File: config.mk
export PLATFORM = sky130hd
export DESIGN_NAME = maze_pilot
export DESIGN_NICKNAME = d
export VERILOG_FILES = /design/src/rtl/pilot_pkg.sv /design/src/rtl/pilot_timer.sv /design/src/rtl/maze_pilot.sv
export SDC_FILE = /design/constraint.sdc
export NUM_CORES = 1
export LEC_CHECK = 0
export ABC_AREA = 1
export BUFFER_PORTS_ARGS = -buffer_cell sky130_fd_sc_hd__buf_2
export CAP_MARGIN = 20
export CORE_AREA = 2 2 50 52
export CTS_CLUSTER_SIZE = 24
export DETAILED_ROUTE_END_ITERATION = 8
export DIE_AREA = 0 0 52 54
export PLACE_DENSITY = 0.92
export SETUP_SLACK_MARGIN = 0.4
export SLEW_MARGIN = 20
export SYNTH_ARGS = -nofsm -noshare
export SYNTH_HDL_FRONTEND = slang
export SYNTH_SLANG_ARGS = --single-unit
File: constraint.sdc
create_clock -name clk -period 2.5 [get_ports clk]
set_input_delay 0.125 -clock clk [delete_from_list [all_inputs] [get_ports clk]]
set_output_delay 0.125 -clock clk [all_outputs]
set_load 0.02 [all_outputs]
File: src/rtl/pilot_pkg.sv
// Shared types and constants for the maze pilot: FSM states, move directions,
// the fixed route and the default gap/timeout lengths.
package pilot_pkg;

    typedef enum logic [2:0] {
        ST_IDLE     = 3'd0,
        ST_RST_GAME = 3'd1,
        ST_MOVE     = 3'd2,
        ST_GAP      = 3'd3,
        ST_WAIT_SW  = 3'd4,
        ST_WAIT_END = 3'd5,
        ST_DONE     = 3'd6,
        ST_FAIL     = 3'd7
    } state_e;

    typedef enum logic [1:0] {
        DIR_N = 2'd0,
        DIR_S = 2'd1,
        DIR_E = 2'd2,
        DIR_W = 2'd3
    } dir_e;

    localparam int DEFAULT_GAP_CYCLES = 2;
    localparam int DEFAULT_TIMEOUT    = 8;

    // The sword is awaited after route entry 2; entry 4 is the last move.
    localparam logic [2:0] SWORD_IDX = 3'd2;
    localparam logic [2:0] LAST_IDX  = 3'd4;

    function automatic dir_e route_dir(input logic [2:0] idx);
        dir_e dir;
        case (idx)
            3'd0:    dir = DIR_E;
            3'd1:    dir = DIR_S;
            3'd2:    dir = DIR_W;
            3'd3:    dir = DIR_E;
            3'd4:    dir = DIR_E;
            default: dir = DIR_E;
        endcase
        return dir;
    endfunction

    // One-hot pulse pattern ordered {n, s, e, w}.
    function automatic logic [3:0] dir_onehot(input dir_e dir);
        logic [3:0] oh;
        case (dir)
            DIR_N:   oh = 4'b1000;
            DIR_S:   oh = 4'b0100;
            DIR_E:   oh = 4'b0010;
            DIR_W:   oh = 4'b0001;
            default: oh = 4'b0000;
        endcase
        return oh;
    endfunction

    function automatic logic [2:0] sat_inc(input logic [2:0] val);
        return (val == 3'd7) ? 3'd7 : val + 3'd1;
    endfunction

endpackage

File: src/rtl/pilot_timer.sv
// Loadable down-counter shared by the inter-move gap and the feedback timeouts.
// expire is high while the count has reached its final cycle.
module pilot_timer #(
    parameter int WIDTH = 4
) (
    input  logic             clk,
    input  logic             reset,
    input  logic             load,
    input  logic [WIDTH-1:0] load_val,
    input  logic             count,
    output logic             expire
);

    logic [WIDTH-1:0] cnt;

    // Load has priority over counting; the count stops at zero.
    always_ff @(posedge clk or posedge reset) begin
        if (reset) begin
            cnt <= {WIDTH{1'b0}};
        end else if (load) begin
            cnt <= load_val;
        end else if (count && (cnt != {WIDTH{1'b0}})) begin
            cnt <= cnt - WIDTH'(1);
        end else begin
            cnt <= cnt;
        end
    end

    assign expire = (cnt <= WIDTH'(1));

endmodule

File: src/rtl/maze_pilot.sv
// Drives the room game along the fixed route E,S,W,(sword),E,E and reports the outcome.
// Define PILOT_RETRY_EN to allow one automatic rerun after the first failure.
module maze_pilot
    import pilot_pkg::*;
#(
    parameter int GAP_CYCLES = DEFAULT_GAP_CYCLES,
    parameter int TIMEOUT    = DEFAULT_TIMEOUT
) (
    input  logic       clk,
    input  logic       reset,
    input  logic       start,
    input  logic       sw,
    input  logic       win,
    input  logic       d,
    output logic       n,
    output logic       s,
    output logic       e,
    output logic       w,
    output logic       v,
    output logic       game_rst,
    output logic       busy,
    output logic       done,
    output logic       fail,
    output logic [2:0] move_cnt
);

    localparam logic [3:0] GAP_VAL     = 4'(GAP_CYCLES);
    localparam logic [3:0] TIMEOUT_VAL = 4'(TIMEOUT);

    state_e     state;
    logic [2:0] idx;
    logic       tmr_load;
    logic [3:0] tmr_val;
    logic       tmr_count;
    logic       tmr_expire;
    logic       failure;
`ifdef PILOT_RETRY_EN
    logic       retry_used;
`endif

    pilot_timer #(.WIDTH(4)) u_timer (
        .clk      (clk),
        .reset    (reset),
        .load     (tmr_load),
        .load_val (tmr_val),
        .count    (tmr_count),
        .expire   (tmr_expire)
    );

    // Timer control and failure detection; feedback is only looked at in the wait states.
    always_comb begin
        tmr_load  = 1'b0;
        tmr_val   = 4'd0;
        tmr_count = 1'b0;
        failure   = 1'b0;
        case (state)
            ST_MOVE: begin
                tmr_load = 1'b1;
                if ((idx == SWORD_IDX) || (idx == LAST_IDX)) begin
                    tmr_val = TIMEOUT_VAL;
                end else begin
                    tmr_val = GAP_VAL;
                end
            end
            ST_GAP: begin
                tmr_count = 1'b1;
            end
            ST_WAIT_SW: begin
                if (sw) begin
                    tmr_load = 1'b1;
                    tmr_val  = GAP_VAL;
                end else begin
                    tmr_count = 1'b1;
                    failure   = tmr_expire;
                end
            end
            ST_WAIT_END: begin
                tmr_count = 1'b1;
                failure   = d | (~win & tmr_expire);
            end
            default: begin
                tmr_count = 1'b0;
            end
        endcase
    end

    // Main sequencer with all outputs registered.
    always_ff @(posedge clk or posedge reset) begin
        if (reset) begin
            state      <= ST_IDLE;
            idx        <= 3'd0;
            {n, s, e, w} <= 4'b0000;
            v          <= 1'b0;
            game_rst   <= 1'b0;
            busy       <= 1'b0;
            done       <= 1'b0;
            fail       <= 1'b0;
            move_cnt   <= 3'd0;
`ifdef PILOT_RETRY_EN
            retry_used <= 1'b0;
`endif
        end else begin
            game_rst     <= 1'b0;
            {n, s, e, w} <= 4'b0000;
            case (state)
                ST_IDLE, ST_DONE, ST_FAIL: begin
                    if (start) begin
                        state    <= ST_RST_GAME;
                        game_rst <= 1'b1;
                        idx      <= 3'd0;
                        v        <= 1'b0;
                        busy     <= 1'b1;
                        done     <= 1'b0;
                        fail     <= 1'b0;
                        move_cnt <= 3'd0;
`ifdef PILOT_RETRY_EN
                        retry_used <= 1'b0;
`endif
                    end
                end
                ST_RST_GAME: begin
                    state        <= ST_MOVE;
                    {n, s, e, w} <= dir_onehot(route_dir(idx));
                end
                ST_MOVE: begin
                    move_cnt <= sat_inc(move_cnt);
                    idx      <= idx + 3'd1;
                    if (idx == SWORD_IDX) begin
                        state <= ST_WAIT_SW;
                    end else if (idx == LAST_IDX) begin
                        state <= ST_WAIT_END;
                    end else begin
                        state <= ST_GAP;
                    end
                end
                ST_GAP: begin
                    if (tmr_expire) begin
                        state        <= ST_MOVE;
                        {n, s, e, w} <= dir_onehot(route_dir(idx));
                    end
                end
                ST_WAIT_SW: begin
                    if (sw) begin
                        v     <= 1'b1;
                        state <= ST_GAP;
                    end
                end
                ST_WAIT_END: begin
                    if (win && !d) begin
                        state <= ST_DONE;
                        done  <= 1'b1;
                        busy  <= 1'b0;
                    end
                end
                default: begin
                    state <= ST_IDLE;
                    busy  <= 1'b0;
                end
            endcase

            // A failure overrides whatever the wait state decided above.
            if (failure) begin
`ifdef PILOT_RETRY_EN
                if (!retry_used) begin
                    retry_used <= 1'b1;
                    state      <= ST_RST_GAME;
                    game_rst   <= 1'b1;
                    idx        <= 3'd0;
                    v          <= 1'b0;
                    move_cnt   <= 3'd0;
                end else begin
                    state <= ST_FAIL;
                    fail  <= 1'b1;
                    busy  <= 1'b0;
                end
`else
                state <= ST_FAIL;
                fail  <= 1'b1;
                busy  <= 1'b0;
`endif
            end
        end
    end

endmodule

Yosys cells after proc, flatten, opt, wreduce, memory -nomap -nowiden. Index checks and enable logic that the tools add are counted.

Input bits: 6. RAM bits: 0. Memory bits (read-only): 0. Bits in latches: 0. Flip-flop bits (word level): 22. Memories kept: 0. Word-level logic and storage cells: 117.

$lt $le $gt $ge: 1. Multiply operators: 0. Bitwise gates (word level): 3. Reductions and logical operators: 23. Multiplexer cells: 50. Shifts and indexed selects: 0. Equality and inequality tests: 24. Add/sub/neg operators: 3. Divide/modulo/power cells: 0.

Operator list (number): $pmux W4 S4 (2); $mux W3 (9); $pmux W1 S2 (10); $eq A3 B3 Y1 const B (6); $pmux W3 S6 (1); $mux W1 (17); $mux W4 (3); $ne A3 B3 Y1 const B (4); $pmux W3 S2 (2); $reduce_bool A2 Y1 (6); $eq A3 B2 Y1 const B (3); $reduce_and A3 Y1 (3); $eq A2 B2 Y1 const B (4); $mux W2 (4); $pmux W4 S2 (1); $add A3 B1 Y3 const B (2); $eq A3 B1 Y1 const B (2); $ne A2 B2 Y1 const B (3); $eq A2 B1 Y1 const B (2); $le A4 B1 Y1 const B (1); $logic_not A2 Y1 (2); $pmux W2 S2 (1); $reduce_and A2 Y1 (2); $reduce_and A4 Y1 (1); 12 further kinds (13).

Logic depth before layout (Yosys ltp).
Depth after elaboration: 8. Gate-level depth with buffers: 12.

Hierarchy. Synthesis repeated with hierarchy kept, for this count alone.

Cells, all modules: 170. Area, all modules: 1355.0 sq um.

By module, submodules not included: maze_pilot (area each 1033.5 sq um, instances 1, cells each 127); pilot_timer (area each 321.6 sq um, instances 1, cells each 43).

Worst setup path before layout. Ideal clock, no wire load.

Kind: reg2reg. Start point: reg u_timer.cnt[0]. End point: reg state[2]. Arrival time: 1.218 ns. Period minus slack after synthesis: 1.335 ns. Cell stages (with the launch flop): 12. Setup slack: 1.165 ns. Setup time: 0.117 ns. Cell sequence: dfrtp_1 inv_1 ha_1 inv_1 nand2_1 nand2_1 nand2_1 nor2_1 nor2_1 nand2_2 nand2_1 nand2_1.

Longest elaborated chain between the ends: 6. Elaborated cells between the ends (all ways): 11. Classes of those cells: order compare: 1; eq/ne: 4; mux: 3; bitwise: 2; reduce/logical: 1.

RTL lines: start, declared (RTL line pilot_timer.sv:14) `logic [WIDTH-1:0] cnt;`; start signal, assigned (RTL line pilot_timer.sv:19) `cnt <= {WIDTH{1'b0}};`; start signal, assigned (RTL line pilot_timer.sv:21) `cnt <= load_val;`; start signal, assigned (RTL line pilot_timer.sv:23) `cnt <= cnt - WIDTH'(1);`; $le A4 B1 Y1 * (RTL line pilot_timer.sv:29) `assign expire = (cnt <= WIDTH'(1));`; $and A1 B1 Y1 (RTL line maze_pilot.sv:79) `failure = d | (~win & tmr_expire);`; $or A1 B1 Y1 (RTL line maze_pilot.sv:79); $pmux W1 S2 (RTL line maze_pilot.sv:56) `case (state)`; $ne A3 B3 Y1 (no source line); $reduce_and A4 Y1 (no source line); end signal, assigned (RTL line maze_pilot.sv:90) `state <= ST_IDLE;`; end signal, assigned (RTL line maze_pilot.sv:108) `state <= ST_RST_GAME;`; end signal, assigned (RTL line maze_pilot.sv:122) `state <= ST_MOVE;`; end, declared (RTL line maze_pilot.sv:30) `state_e state;`.

Mark *: on every way between the ends. The rest lies on a longest branch, timed or not. A chain may end at the register's enable or synchronous reset.

Final worst setup path.
Start point: reg u_timer.cnt[0]. End point: reg state[1].

The elaborated chain is that of the path after synthesis.

==> results.sh <==
export IMPL_hpwlAfterDp_mm=1.93
export IMPL_avgSynthCellArea_sq_um=7.73
export IMPL_synthMostInstantiatedCell="nand2_1"
export IMPL_route_detailed_drc=0
export IMPL_place_congestion=0.943
export IMPL_synth_common_cells="45 x nand2_1, 23 x inv_1, 22 x dfrtp_1"
export IMPL_crit_reg2reg_launch="u_timer.cnt[0]$_DFFE_PP0P_"
export IMPL_gr_usage_all_layers_pct=21.1
export IMPL_slew_headroom_pct=44.8
export IMPL_nNetsFinal=207
export IMPL_cts_htree_levels=1
export IMPL_area_growth_pct=10.9
export IMPL_synth_ff_type="dfrtp_1"
export IMPL_crit_chain="inv_1 -> ha_1 -> inv_1 -> nand2_1 -> nand2_1 -> nand2_1 -> inv_1 -> nand2_1 -> nand2_2 -> nor2_2 -> nand2_1 -> nand2_1"
export IMPL_final_setup_tns_ns=0
export IMPL_numCtsBuffers=3
export IMPL_die_area_sq_mm=0.00281
export IMPL_crit_fanout=5
export IMPL_start_kind="register"
export IMPL_reg2reg_slack_ns=0.97
export IMPL_grt_setup_unrepaired="no"
export IMPL_ctsResizeCount=0
export IMPL_async_flop_share_pct=100
export IMPL_die_w_microns=52
export IMPL_ios=18
export IMPL_postSynthCellCount=171
export IMPL_maxCapViolations=0
export IMPL_start_util_pct=57.0
export IMPL_outcome="completed"
export IMPL_startpoint="u_timer.cnt[0]$_DFFE_PP0P_"
export IMPL_rows=18
export IMPL_finalCritPeriodShare_pct=61.4
export IMPL_clk_path_buf_depth=2
export IMPL_critical_path_class="register to register"
export IMPL_clk_pin_slew_ns=0.11
export IMPL_worst_pin_slew_ns=0.827
export IMPL_drv_slew=0
export IMPL_hold_class="input pin to register"
export IMPL_synth_cell_type_count=26
export IMPL_worst_path_largest_cell_delay_ns=0.42
export IMPL_cts_root_buf="clkbuf_4"
export IMPL_yosysSeqAreaShare_pct=41.7
export IMPL_worstSetupEndpointType="register"
export IMPL_clk_insertion_delay_late_ns=0.31
export IMPL_p_leak_uw=0.000845
export IMPL_yosysWarnings=0
export IMPL_die_y_microns=54
export IMPL_synth_top_area_cell="dfrtp_1"
export IMPL_syn_area_sq_mm=0.00132
export IMPL_antenna_found_initial=0
export IMPL_synth_area_leaders="dfrtp_1 42%, nand2_1 13%, ha_1 7.6%"
export IMPL_fmax_ghz=0.651
export IMPL_cp_common_cell="nand2_1"
export IMPL_yosys_register_bits=22
export IMPL_core_area_sq_mm=0.00232
export IMPL_syn_num_nets=185
export IMPL_first_pass_iters=4
export IMPL_r2r_end="state[1]$_DFFE_PP0P_"
export IMPL_cts_tree="yes"
export IMPL_first_global_vias=1010
export IMPL_cts_setup_buffers=0
export IMPL_grt_overflow=0
export IMPL_port_buffers=17
export IMPL_cp_endpoint="state[1]$_DFFE_PP0P_"
export IMPL_cp_data_arrival_time_ns=1.79
export IMPL_p_per_area_mw_per_mm2=1320
export IMPL_avgViaCountPerCell=4.96
export IMPL_clock_sinks=22
export IMPL_first_iter_violations=30
export IMPL_diodes=0
export IMPL_ir_drop_v=0.000679
export IMPL_vias=1096
export IMPL_place_ws_ns=1.01
export IMPL_slowest_stage="dfrtp_1"
export IMPL_yosys_area_top_type_share_pct=41.7
export IMPL_ant_nets=0
export IMPL_holdPathStages=3
export IMPL_wl_per_cell_microns=11.3
export IMPL_period_needed_ns=1.53
export IMPL_grt_pass1_wl_mm=4.28
export IMPL_setup_viol=0
export IMPL_finClkSkew_ns=0.00480
export IMPL_cp_required_ns=2.76
export IMPL_rr_worst_depth=12
export IMPL_drive_gt1_share_pct=20.9
export IMPL_setup_ws_ns=0.965
export IMPL_finalHoldViolCount=0
export IMPL_wirelength_mm=2.49
export IMPL_synth_edff_count=0
export IMPL_grt_max_degree=23
-- timing repair --
| item | 4_1_cts | 5_1_grt |
|---|---|---|
| endpoints found under the hold margin | 22 | 0 |
| hold buffers | 1 | 0 |
| setup endpoints to repair | 0 | 0 |
-- layout make-up --
cell class | instances | area [sq um]
fill | 203 | 855
multi-input combinational | 120 | 654
sequential | 22 | 551
inverter | 28 | 105
timing repair buffer | 18 | 95.1
tap | 30 | 37.5
clock buffer | 3 | 22.5
-- logic make-up after synthesis --
logic type / Yosys count / share of synthesized area [%]
compound gates: 18 / 8.14
xor+xnor: 1 / 0.663
fa+ha+maj: 8 / 7.58
buf+inv: 29 / 8.81
flops: 22 / 41.7
other cells: 1 / 0.284
simple gates: 92 / 32.9
-- report_power, final --
part	internal [uW]	switching (uW)	leakage (uW)
registers	501	131	0.000283
clock network	56.5	104	0.0000138
logic	401	740	0.000549
total	958	975	0.000845
-- worst max-delay path, delay by kind of cell (launching register included) --
family / cells / cell delay, ns
adder cells (fa/ha/maj): 1 / 0.18
buffers and inverters: 3 / 0.21
flip-flops: 1 / 0.42
AND/OR/NAND/NOR: 8 / 0.67
-- through the flow --
step | utilization (%) | instances | hold slack (ns) | instance area [sq um] | power, uW
5_1_grt | 63.2 | 221 | 0.145 | 1470 | 2150
3_5_place_dp | 61.8 | 217 | 0.328 | 1430 | 1780
4_1_cts | 63.2 | 221 | 0.119 | 1470 | 1940
3_3_place_gp | 61.8 | 217 | 0.324 | 1430 | 1750
2_1_floorplan | - | 171 | 0.114 | 1320 | 1540
6_report | 63.2 | 221 | 0.122 | 1470 | 1930
-- flip-flops by register name, summed over array words and instances, names as in the netlist, 3 cells and up --
name and flops:
u_timer.cnt 4, move_cnt 3, idx 3, state 3
-- placed cells by master (no fill, tap or decap), drive strengths merged --
cell type / Yosys / routed
buf: 1 / 17
a22o: 1 / 1
o31ai: 1 / 1
or2: 1 / 1
o21ai: 10 / 10
conb: 1 / 1
a31o: 1 / 1
nor2: 21 / 21
dlygate4sd3: 0 / 1
nand2: 52 / 52
a21oi: 5 / 5
nand4: 1 / 1
nand3b: 1 / 1
nand3: 14 / 14
xnor2: 1 / 1
inv: 28 / 28
ha: 8 / 8
dfrtp: 22 / 22
nor3: 2 / 2
clkbuf: 0 / 3
-- worst min-delay path by stage --
stage	startpoint	endpoint	slack [ns]
after floorplan	reset	busy$_DFFE_PP0P_	0.11
after global placement	reset	u_timer.cnt[1]$_DFFE_PP0P_	0.32
after detailed placement	reset	u_timer.cnt[1]$_DFFE_PP0P_	0.33
after global routing	start	game_rst$_DFF_PP0_	0.14
final	start	game_rst$_DFF_PP0_	0.12
after CTS	start	game_rst$_DFF_PP0_	0.12
-- routing by layer --
metal | GRT usage [%] | share of wire (%) | vias to the layer above
met5 | 0 | 0 | -
met4 | 10.5 | 2.2 | 0
met3 | 3.61 | 3.4 | 5
met2 | 35.4 | 46 | 22
met1 | 26.3 | 48 | 495
li1 | - | - | 574
Note: power is estimated with default switching activity, not from simulation.
